<file path="config.mk">
export PLATFORM = sky130hd
export DESIGN_NAME = seq_alu_flat
export DESIGN_NICKNAME = d
export VERILOG_FILES = /design/src/rtl/seq_alu_pkg.sv /design/src/rtl/seq_alu_if.sv /design/src/rtl/booth_radix4_step.sv /design/src/rtl/seq_alu.sv /design/src/flat_wrapper.sv
export SDC_FILE = /design/constraint.sdc
export NUM_CORES = 2
export LEC_CHECK = 0
export BUFFER_PORTS_ARGS = -buffer_cell sky130_fd_sc_hd__buf_2
export CORE_MARGIN = 3
export CORE_UTILIZATION = 55
export CTS_CLUSTER_SIZE = 20
export DETAILED_ROUTE_END_ITERATION = 10
export PLACE_DENSITY = 0.73
export SLEW_MARGIN = 20
export SYNTH_ARGS = -nofsm -noshare
export SYNTH_HDL_FRONTEND = slang
export SYNTH_HIERARCHICAL = 1
export SYNTH_SLANG_ARGS = --single-unit
</file>
<file path="constraint.sdc">
create_clock -name clock -period 12.35 [get_ports clock]
set_input_delay 2.47 -clock clock [delete_from_list [all_inputs] [get_ports clock]]
set_output_delay 2.47 -clock clock [all_outputs]
set_load 0.05 [all_outputs]
</file>
<file path="src/rtl/seq_alu_pkg.sv">
// seq_alu_pkg: shared definitions for the sequential ALU.
//   - Opcode encodings as seen on the op bus.
//   - FSM state encodings (plain 2-bit constants so older control logic
//     can decode them directly).
//   - Helper returning the shift/rotate amount width for a given operand width.
package seq_alu_pkg;

    localparam int OP_AND     = 0;
    localparam int OP_OR      = 1;
    localparam int OP_NEG     = 2;
    localparam int OP_NOT     = 3;
    localparam int OP_ADD     = 4;
    localparam int OP_SUB     = 5;
    localparam int OP_MUL     = 6;
    localparam int OP_DIV     = 7;
    localparam int OP_SHR     = 8;
    localparam int OP_SHRA    = 9;
    localparam int OP_SHL     = 10;
    localparam int OP_ROR     = 11;
    localparam int OP_ROL     = 12;
    localparam int OP_INCPC   = 13;
    localparam int OP_BRANCH  = 14;
    localparam int OP_ILLEGAL = 15;  // this code and anything above is undefined

    typedef logic [1:0] state_t;

    localparam state_t ST_IDLE    = 2'd0;
    localparam state_t ST_MUL_RUN = 2'd1;
    localparam state_t ST_DIV_RUN = 2'd2;
    localparam state_t ST_DIV_FIX = 2'd3;

    // Number of low b bits that form a shift/rotate amount.
    function automatic int shamt_w(input int width);
        return $clog2(width);
    endfunction

endpackage

</file>
<file path="src/rtl/seq_alu_if.sv">
// seq_alu_if: operand/result bus between the control unit and seq_alu.
//   start, op, a, b           : issued by the control unit (master)
//   busy, done, c, div_zero,
//   illegal                   : returned by the ALU (slave)
interface seq_alu_if #(
    parameter int WIDTH = 32,
    parameter int OPW   = 4
);
    logic                 start;
    logic [OPW-1:0]       op;
    logic [WIDTH-1:0]     a;
    logic [WIDTH-1:0]     b;
    logic                 busy;
    logic                 done;
    logic [2*WIDTH-1:0]   c;
    logic                 div_zero;
    logic                 illegal;

    modport master (
        output start, op, a, b,
        input  busy, done, c, div_zero, illegal
    );

    modport slave (
        input  start, op, a, b,
        output busy, done, c, div_zero, illegal
    );
endinterface

</file>
<file path="src/rtl/booth_radix4_step.sv">
// booth_radix4_step: radix-4 (bit-pair) Booth partial-product select.
//   m   : signed multiplicand
//   win : multiplier window {b[2i+1], b[2i], b[2i-1]}
//   pp  : selected partial product 0, +m, +2m, -m or -2m, two bits wider
//         than m so that -2*MIN is representable.
module booth_radix4_step #(
    parameter int WIDTH = 32
) (
    input  logic signed [WIDTH-1:0] m,
    input  logic        [2:0]       win,
    output logic signed [WIDTH+1:0] pp
);
    logic signed [WIDTH+1:0] m_ext;

    assign m_ext = {{2{m[WIDTH-1]}}, m};

    always_comb begin
        pp = '0;
        case (win)
            3'b001, 3'b010: pp = m_ext;
            3'b011:         pp = m_ext <<< 1;
            3'b100:         pp = -(m_ext <<< 1);
            3'b101, 3'b110: pp = -m_ext;
            default:        pp = '0;
        endcase
    end
endmodule

</file>
<file path="src/rtl/seq_alu.sv">
// seq_alu: multi-cycle ALU between Y/BusMuxOut and Zhi/Zlo.
//   clock : rising-edge clock
//   clear : synchronous active-low reset
//   bus   : seq_alu_if slave -- start/op/a/b in, busy/done/c/div_zero/illegal out
// Single-cycle ops (and DIV by zero / illegal codes) complete on the edge that
// accepts start. MUL runs WIDTH/2 radix-4 Booth steps; DIV runs WIDTH
// non-restoring iterations on magnitudes followed by one fix-up cycle.
module seq_alu
    import seq_alu_pkg::*;
#(
    parameter int WIDTH = 32,
    parameter int OPW   = 4
) (
    input  logic        clock,
    input  logic        clear,
    seq_alu_if.slave    bus
);
    localparam int SHW = shamt_w(WIDTH);
    localparam int CW  = $clog2(WIDTH);

    // control
    state_t               state;
    logic [CW-1:0]        cnt;
    logic                 busy_r, done_r, div_zero_r, illegal_r;
    logic [2*WIDTH-1:0]   c_r;

    // datapath
    logic signed [WIDTH-1:0] mcand;
    logic signed [WIDTH+2:0] acc;      // running high part of the Booth product
    logic        [WIDTH-1:0] lo;       // multiplier, shifted out as product bits shift in
    logic                    prev;     // b[2i-1] for the next Booth window
    logic        [WIDTH-1:0] dq;       // dividend magnitude, becomes the quotient
    logic        [WIDTH-1:0] dd;       // divisor magnitude
    logic signed [WIDTH+1:0] rem;      // partial remainder, may go negative
    logic                    q_neg, r_neg;

    logic                    accept;
    logic [WIDTH-1:0]        alu_lo;
    logic                    is_ill;
    logic [SHW-1:0]          amt;
    logic [2*WIDTH-1:0]      aa;
    logic [WIDTH-1:0]        abs_a, abs_b;

    logic signed [WIDTH+1:0] pp;
    logic signed [WIDTH+2:0] mul_sum, mul_nxt;
    logic signed [WIDTH+1:0] rem_sh, rem_nx, dd_ext;
    logic        [WIDTH-1:0] r_mag, rem_out, quot;

    assign accept = (state == ST_IDLE) && bus.start;
    assign amt    = bus.b[SHW-1:0];
    assign aa     = {bus.a, bus.a};
    assign is_ill = (bus.op >= OPW'(OP_ILLEGAL));
    assign abs_a  = bus.a[WIDTH-1] ? -bus.a : bus.a;
    assign abs_b  = bus.b[WIDTH-1] ? -bus.b : bus.b;

    always_comb begin
        alu_lo = '0;
        case (bus.op)
            OPW'(OP_AND):    alu_lo = bus.a & bus.b;
            OPW'(OP_OR):     alu_lo = bus.a | bus.b;
            OPW'(OP_NEG):    alu_lo = -bus.a;
            OPW'(OP_NOT):    alu_lo = ~bus.a;
            OPW'(OP_ADD):    alu_lo = bus.a + bus.b;
            OPW'(OP_SUB):    alu_lo = bus.a - bus.b;
            OPW'(OP_MUL):    alu_lo = '0;
            OPW'(OP_DIV):    alu_lo = '0;
            OPW'(OP_SHR):    alu_lo = bus.a >> amt;
            OPW'(OP_SHRA):   alu_lo = $signed(bus.a) >>> amt;
            OPW'(OP_SHL):    alu_lo = bus.a << amt;
            // Rotations shift the doubled operand so the wrapped bits fall in.
            OPW'(OP_ROR):    alu_lo = WIDTH'(aa >> amt);
            OPW'(OP_ROL):    alu_lo = WIDTH'((aa << amt) >> WIDTH);
            OPW'(OP_INCPC):  alu_lo = bus.b + WIDTH'(1);
            OPW'(OP_BRANCH): alu_lo = bus.a + bus.b;
            default:         alu_lo = '0;
        endcase
    end

    booth_radix4_step #(.WIDTH(WIDTH)) u_booth (
        .m   (mcand),
        .win ({lo[1], lo[0], prev}),
        .pp  (pp)
    );

    // Booth step: add the selected multiple, then drop two settled bits into lo.
    assign mul_sum = acc + {pp[WIDTH+1], pp};
    assign mul_nxt = mul_sum >>> 2;

    // Non-restoring step: the quotient bit is 1 when the new remainder is >= 0,
    // which gives the same bits as restoring division.
    assign dd_ext  = {2'b00, dd};
    assign rem_sh  = {rem[WIDTH:0], dq[WIDTH-1]};
    assign rem_nx  = rem[WIDTH+1] ? (rem_sh + dd_ext) : (rem_sh - dd_ext);

    // Fix-up: a negative final remainder gets one divisor added back, then
    // remainder takes the dividend's sign and the quotient the sign product.
    assign r_mag   = rem[WIDTH+1] ? (rem[WIDTH-1:0] + dd) : rem[WIDTH-1:0];
    assign rem_out = r_neg ? -r_mag : r_mag;
    assign quot    = q_neg ? -dq : dq;

    always_ff @(posedge clock) begin
        if (accept) begin
            mcand <= bus.a;
            acc   <= '0;
            lo    <= bus.b;
            prev  <= 1'b0;
            dq    <= abs_a;
            dd    <= abs_b;
            rem   <= '0;
            q_neg <= bus.a[WIDTH-1] ^ bus.b[WIDTH-1];
            r_neg <= bus.a[WIDTH-1];
        end else if (state == ST_MUL_RUN) begin
            acc   <= mul_nxt;
            lo    <= {mul_sum[1:0], lo[WIDTH-1:2]};
            prev  <= lo[1];
        end else if (state == ST_DIV_RUN) begin
            rem   <= rem_nx;
            dq    <= {dq[WIDTH-2:0], ~rem_nx[WIDTH+1]};
        end
    end

    always_ff @(posedge clock) begin
        if (!clear) begin
            state      <= ST_IDLE;
            cnt        <= '0;
            busy_r     <= 1'b0;
            done_r     <= 1'b0;
            c_r        <= '0;
            div_zero_r <= 1'b0;
            illegal_r  <= 1'b0;
        end else begin
            done_r <= 1'b0;
            case (state)
                ST_IDLE: begin
                    if (bus.start) begin
                        cnt <= '0;
                        if (bus.op == OPW'(OP_MUL)) begin
                            state  <= ST_MUL_RUN;
                            busy_r <= 1'b1;
                        end else if (bus.op == OPW'(OP_DIV) && bus.b != '0) begin
                            state  <= ST_DIV_RUN;
                            busy_r <= 1'b1;
                        end else if (bus.op == OPW'(OP_DIV)) begin
                            c_r        <= {bus.a, {WIDTH{1'b1}}};
                            div_zero_r <= 1'b1;
                            illegal_r  <= 1'b0;
                            done_r     <= 1'b1;
                        end else begin
                            c_r        <= {{WIDTH{1'b0}}, alu_lo};
                            div_zero_r <= 1'b0;
                            illegal_r  <= is_ill;
                            done_r     <= 1'b1;
                        end
                    end
                end
                ST_MUL_RUN: begin
                    cnt <= cnt + CW'(1);
                    if (cnt == CW'(WIDTH/2 - 1)) begin
                        // last pair: the product is taken straight from this step
                        c_r        <= {mul_nxt[WIDTH-1:0], mul_sum[1:0], lo[WIDTH-1:2]};
                        div_zero_r <= 1'b0;
                        illegal_r  <= 1'b0;
                        done_r     <= 1'b1;
                        busy_r     <= 1'b0;
                        state      <= ST_IDLE;
                    end
                end
                ST_DIV_RUN: begin
                    cnt <= cnt + CW'(1);
                    if (cnt == CW'(WIDTH - 1)) begin
                        state <= ST_DIV_FIX;
                    end
                end
                ST_DIV_FIX: begin
                    c_r        <= {rem_out, quot};
                    div_zero_r <= 1'b0;
                    illegal_r  <= 1'b0;
                    done_r     <= 1'b1;
                    busy_r     <= 1'b0;
                    state      <= ST_IDLE;
                end
                default: state <= ST_IDLE;
            endcase
        end
    end

    assign bus.busy     = busy_r;
    assign bus.done     = done_r;
    assign bus.c        = c_r;
    assign bus.div_zero = div_zero_r;
    assign bus.illegal  = illegal_r;

endmodule

</file>
<file path="src/flat_wrapper.sv">
// flat-port wrapper written by rule: the top's interface ports become plain ports
module seq_alu_flat import seq_alu_pkg::*;
#(
    parameter int WIDTH = 32,
    parameter int OPW   = 4
)
  (clock, clear, bus_start, bus_op, bus_a, bus_b, bus_busy, bus_done, bus_c, bus_div_zero, bus_illegal);
  seq_alu_if #(.WIDTH(WIDTH), .OPW(OPW)) bus_i ();
  input  logic clock;
  input  logic clear;
  input wire logic [$bits(bus_i.start)-1:0] bus_start;
  input wire logic [$bits(bus_i.op)-1:0] bus_op;
  input wire logic [$bits(bus_i.a)-1:0] bus_a;
  input wire logic [$bits(bus_i.b)-1:0] bus_b;
  output wire logic [$bits(bus_i.busy)-1:0] bus_busy;
  output wire logic [$bits(bus_i.done)-1:0] bus_done;
  output wire logic [$bits(bus_i.c)-1:0] bus_c;
  output wire logic [$bits(bus_i.div_zero)-1:0] bus_div_zero;
  output wire logic [$bits(bus_i.illegal)-1:0] bus_illegal;
  assign bus_i.start = bus_start;
  assign bus_i.op = bus_op;
  assign bus_i.a = bus_a;
  assign bus_i.b = bus_b;
  assign bus_busy = bus_i.busy;
  assign bus_done = bus_i.done;
  assign bus_c = bus_i.c;
  assign bus_div_zero = bus_i.div_zero;
  assign bus_illegal = bus_i.illegal;
  seq_alu #(.WIDTH(WIDTH), .OPW(OPW)) u_core (.clock(clock), .clear(clear), .bus(bus_i));
endmodule
</file>
# Yosys cells after proc, flatten, opt, wreduce, memory -nomap -nowiden
# Cells that the tools add are included.
[word_totals]
regBits = 273
inputBits = 71
out_inout_bits = 68
elab_cells = 141
[op_classes]
add_sub_neg = 14
magnitude_cmp = 1
n_eq_ne = 32
shifts = 5
muxes = 47
bitwise = 6
n_reduce_logical = 19
[op_table]
columns = ["operator", "n"]
rows = [
  ["$pmux W32 S12", 1],
  ["$mux W64", 5],
  ["$mux W32", 9],
  ["$pmux W64 S3", 1],
  ["$pmux W34 S4", 1],
  ["$neg A32 Y32", 4],
  ["$add A32 B32 Y32", 2],
  ["$shl A64 B5 Y64", 1],
  ["$shr A64 B5 Y32", 1],
  ["$add A33 B34 Y35", 1],
  ["$add A34 B33 Y34", 1],
  ["$mux W34", 1],
  ["$neg A32 Y34", 1],
  ["$neg A33 Y34", 1],
  ["$sub A34 B33 Y34", 1],
  ["$add A32 B1 Y32 const B", 1],
  ["$and A32 B32 Y32", 1],
  ["$not A32 Y32", 1],
  ["$or A32 B32 Y32", 1],
  ["$reduce_bool A32 Y1", 1],
  ["$shl A32 B5 Y32", 1],
  ["$shr A32 B5 Y32", 1],
  ["$sshr A32 B5 Y32", 1],
  ["$sub A32 B32 Y32", 1],
  ["other kinds (34)", 84],
]

# Longest topological paths before layout
[depth]
ltp_word = 8
ltp_mapped = 24

# Hierarchy
# Netlist, hierarchy kept.
[modules_own_cells]
columns = ["mod", "n_inst", "cells_each", "area_each_um2"]
rows = [
  ["seq_alu", 1, 3715, 28168.3],
  ["booth_radix4_step", 1, 325, 2024.4],
]

# Worst setup path after synthesis
# Ideal clock, no wire load.
[synth_path]
path_type = "input port to flip-flop"
from = "in bus_b[1]"
to = "reg u_core.c_r[31], in the netlist u_core/bus.c[31]"
arrival_ns = 7.368
required_time_ns = 12.216
setup_slack_ns = 4.847
cell_stages = 23
n_path_buf = 4
path_cell_list = "buf_2 > inv_2 > buf_1 > buf_1 > ha_1 > nand3_1 > or3_1 > or3_1 > or2_1 > or3_1 > or3_1 > nand2_1 > xnor2_1 > ha_1 > clkbuf_1 > a21oi_1 > o21bai_1 > a21oi_1 > o21ai_0 > o21ai_0 > mux2_2 > nand2_1 > a21oi_1"
[synth_between]
elab_chain_len = 7
elab_cells_between_ends = 18
cone_classes = "add/sub (3); eq/ne (1); shift (5); mux (6); reduce/logical (3)"
[synth_lines]
columns = ["item", "line", "text"]
rows = [
  ["from (decl)", "flat_wrapper.sv:14", "input wire logic [$bits(bus_i.b)-1:0] bus_b;"],
  ["$add A32 B32 Y32 (tied with other cells)", "seq_alu.sv:63, seq_alu.sv:74", ""],
  ["$pmux W32 S12", "seq_alu.sv:58", "case (bus.op)"],
  ["$mux W64", "seq_alu.sv:143", "end else if (bus.op == OPW'(OP_DIV)) begin"],
  ["$mux W64", "seq_alu.sv:140", "end else if (bus.op == OPW'(OP_DIV) && bus.b != '0) begin"],
  ["$mux W64", "seq_alu.sv:137", "if (bus.op == OPW'(OP_MUL)) begin"],
  ["$mux W64", "seq_alu.sv:135", "if (bus.start) begin"],
  ["$pmux W64 S3", "seq_alu.sv:133", "case (state)"],
  ["to (signal assigned)", "seq_alu.sv:144", "c_r <= {bus.a, {WIDTH{1'b1}}};"],
  ["to (signal assigned)", "seq_alu.sv:149", "c_r <= {{WIDTH{1'b0}}, alu_lo};"],
  ["to (signal assigned)", "seq_alu.sv:160", "c_r <= {mul_nxt[WIDTH-1:0], mul_sum[1:0], lo[WIDTH-1:2]};"],
  ["to (decl)", "seq_alu.sv:25", "logic [2*WIDTH-1:0] c_r;"],
]
# Several ways; a longest one is shown, not always the timed one. The select of a mux whose other input is x is not followed.
# A chain may end at the register's enable or synchronous reset.

# Worst setup path in the final report
[layout_path]
from = "in bus_b[1]"
to = "reg u_core.c_r[28], in the netlist u_core/bus.c[28]"
# Same word-level chain as after synthesis.

==> results_dict.tcl <==
set metrics [dict create \
    status "finished clean" \
    instances_no_fill 4692 \
    syn_inst 4040 \
    num_vias 33100 \
    peakVddDrop_mv 0.116 \
    fp-row-count 85 \
    synth_edf_count 129 \
    maxCapViolCount 0 \
    cp.buffers_inverters 2 \
    setup_violations 0 \
    syn_avg_cell_area_um2 7.47 \
    endpoint_kind "flop" \
    die_w_um 240 \
    clock.fmax_mhz 139 \
    timing.slew.headroom_pct 24.6 \
    wirelength_um 134000 \
    leakage_nw 12.6 \
    rsz0062_at_grt "no" \
    skew_ps 26.4 \
    clock_sinks 272 \
    clk_root_buffer_cell "clkbuf_16" \
    pin_count 139 \
    power_density_nw_per_um2 189 \
    yosys_warnings 6 \
    syn_to_final_growth_pct 6.67 \
    antenna_found_initial 16 \
    start_util_pct 55.9 \
    crit_type "in2reg" \
    cp_max_fo 74 \
    crit_slowest_cell "or3_1" \
    grt_pass1_wl_um 193000 \
    first_pass_iters 9 \
    power_mw 6.08 \
    crit_top_cell "a21o_1" \
    gr-total-overflow 0 \
    drive_above_1_share_pct 9.45 \
    synth_cell_types 105 \
    die_area_um2 57700 \
    dp_slack_ps 4730 \
    tightest_slew_ps 1130 \
    via_per_inst 7.06 \
    layout.nets 4191 \
    wl_per_cell_um 28.5 \
    fin_ws_ps 5140 \
    cts_hold_buf 0 \
    gp_congestion 1.12 \
    ant_nets 0 \
    whs_path_depth 2 \
    path_cells "buf_2, buf_4, or3_1, or3_1, or4_4, o31ai_1, xnor2_1, ha_1, a21o_1, a21o_1, a21o_1, a21o_1, a21oi_1, o21ai_0, a41oi_1, o21ai_0, o41ai_1, xnor2_1, nand2_1, a31oi_1" \
    setup_tns_ps 0 \
    dpl.hpwl_um 96000 \
    drt-initial-drc-count 5209 \
    grt_usage_pct 44.8 \
    finalHoldViolCount 0 \
    grt_pass1_vias 29300 \
    postCtsSetupBuffers 0 \
    finalCritPeriodShare_pct 58.4 \
    synth.top_cells.by_area "edfxtp_1 13%, dfxtp_1 9.5%, o21ai_0 6.4%, ha_1 6.4%, nand2_1 6.1%" \
    post_cts_resized 0 \
    crit_required_ps 12820 \
    ys.flop_type "dfxtp_1" \
    critPathTopFamily "compound AO/OA/AOI/OAI gates" \
    worstPathArrival_ps 7680 \
    dp_cells 4620 \
    synth-seq-cells 272 \
    coreArea_um2 54000 \
    synth_area_um2 30200 \
    cts_buffer_depth 3 \
    cts_made_buffers 35 \
    drc 0 \
    finalCriticalPeriod_ps 7210 \
    synth_nets 4270 \
    synth.top_cell.area_share_pct 12.8 \
    cts_tree "yes" \
    crit_path_max_incr_delay_ps 520 \
    async_flop_share_pct 0 \
    cp.depth 20 \
    clock_latency_ps 570 \
    numPortBuffers 138 \
    worstSetupStartpointType "input port" \
    slew_viol_final 0 \
    r2r_cells 16 \
    grt_max_degree 89 \
    clkTransAtPathRegs_ps 60 \
    die_y_um 240 \
    hp-class "reg2reg" \
    synth_area_leader_cell "edfxtp_1" \
    cts_max_level 2 \
    yosysSeqAreaShare_pct 22.3 \
]
==> registers in the layout, summed over array words and instances, names as in the netlist <==
signal and flops:
u_core/acc 33, u_core/bus.busy 1, u_core/bus.c 64, u_core/bus.div_zero 1
u_core/bus.done 1, u_core/bus.illegal 1, u_core/cnt 5, u_core/dd 32
u_core/dq 32, u_core/lo 32, u_core/mcand 32, u_core/prev 1
u_core/q_neg 1, u_core/rem 34, u_core/state 2
==> area by class of cell <==
class	count	area, um2
antenna	8	20.0
clock buffer	46	1010
sequential	272	6740
timing repair buffer	196	1130
clock inverter	18	190
tap	696	871
fill	5128	21800
inverter	82	313
multi-input combinational	3374	21900
==> path summary, 6_finish.rpt <==
path,startpoint,endpoint,slack [ps]
worst min-delay path,u_core/acc[14]$_SDFFE_PP0P_,u_core/acc[14]$_SDFFE_PP0P_,470
worst min register to register,u_core/acc[14]$_SDFFE_PP0P_,u_core/acc[14]$_SDFFE_PP0P_,470
worst max register to register,u_core/rem[33]$_SDFFE_PP0P_,u_core/dq[0]$_DFFE_PP_,5750
worst max-delay path,bus_b[1],u_core/bus.c[28]$_SDFFE_PN0P_,5140
==> cell usage in the layout (no fill, tap or decap), types with 35 or more instances in the layout <==
cell,netlist,layout
a211oi_1,49,49
a21o_1,62,62
a21oi_1,321,321
a221oi_1,50,50
a31oi_1,49,49
buf_2,19,136
buf_4,0,60
clkbuf_16,0,38
dfxtp_1,143,142
edfxtp_1,129,129
ha_1,155,152
inv_1,73,72
mux2i_1,108,108
nand2_1,491,490
nand2b_1,54,54
nand3_1,63,63
nor2_1,410,406
nor3_1,81,81
o211ai_1,44,44
o21a_1,35,35
o21ai_0,389,389
o221ai_1,35,35
o22ai_1,43,43
or3_1,52,52
xnor2_1,207,207
xor2_1,137,137
==> routing by layer <==
layer  up-vias  routed length, um  track usage, %
li1      14700                  -               -
met1     15400              50300            57.7
met2      2493              53700            63.9
met3       565              18000            12.3
met4        10              11700            32.9
met5         -                 66               0
==> cells by family after synthesis <==
group,count (synthesis),synth area share [%]
simple gates,1375,21.1
compound gates,1332,28.3
buf+inv,394,5.15
xor+xnor,345,10.1
flops,272,22.3
fa+ha+maj,170,7.05
mux,152,6.04
==> per-stage QoR <==
stage                     util [%]  area (um2)  hold slack (ps)
after floorplan                  -       30200              450
after global placement        57.4       31000              455
after detailed placement      57.4       31000              461
after CTS                     59.6       32200              472
after global routing          59.6       32200              489
final                         59.6       32200              472
==> synth_stat cells (all sizes together), types with 52 or more instances <==
master and number:
nand2 492, nor2 411, o21ai 402, a21oi 324, clkbuf 245, xnor2 207
ha 155, dfxtp 143, xor2 137, edfxtp 129, mux2i 108, nor3 85
inv 75, buf 67, nand3 63, a21o 62, nand2b 55, or3 52
==> tightest hold or removal path, delay by kind of cell (launching register included) <==
kind | cells | cell delay [ps]
AOI/OAI and AO/OA | 1 | 50
DFF | 1 | 310
and+or+nand+nor | 1 | 60
==> where the power goes <==
part / switching [mW] / internal (mW)
registers: 0.256 / 1.19
logic: 2.34 / 1.22
clock network: 0.443 / 0.645
(Power assumes the default switching activity.)
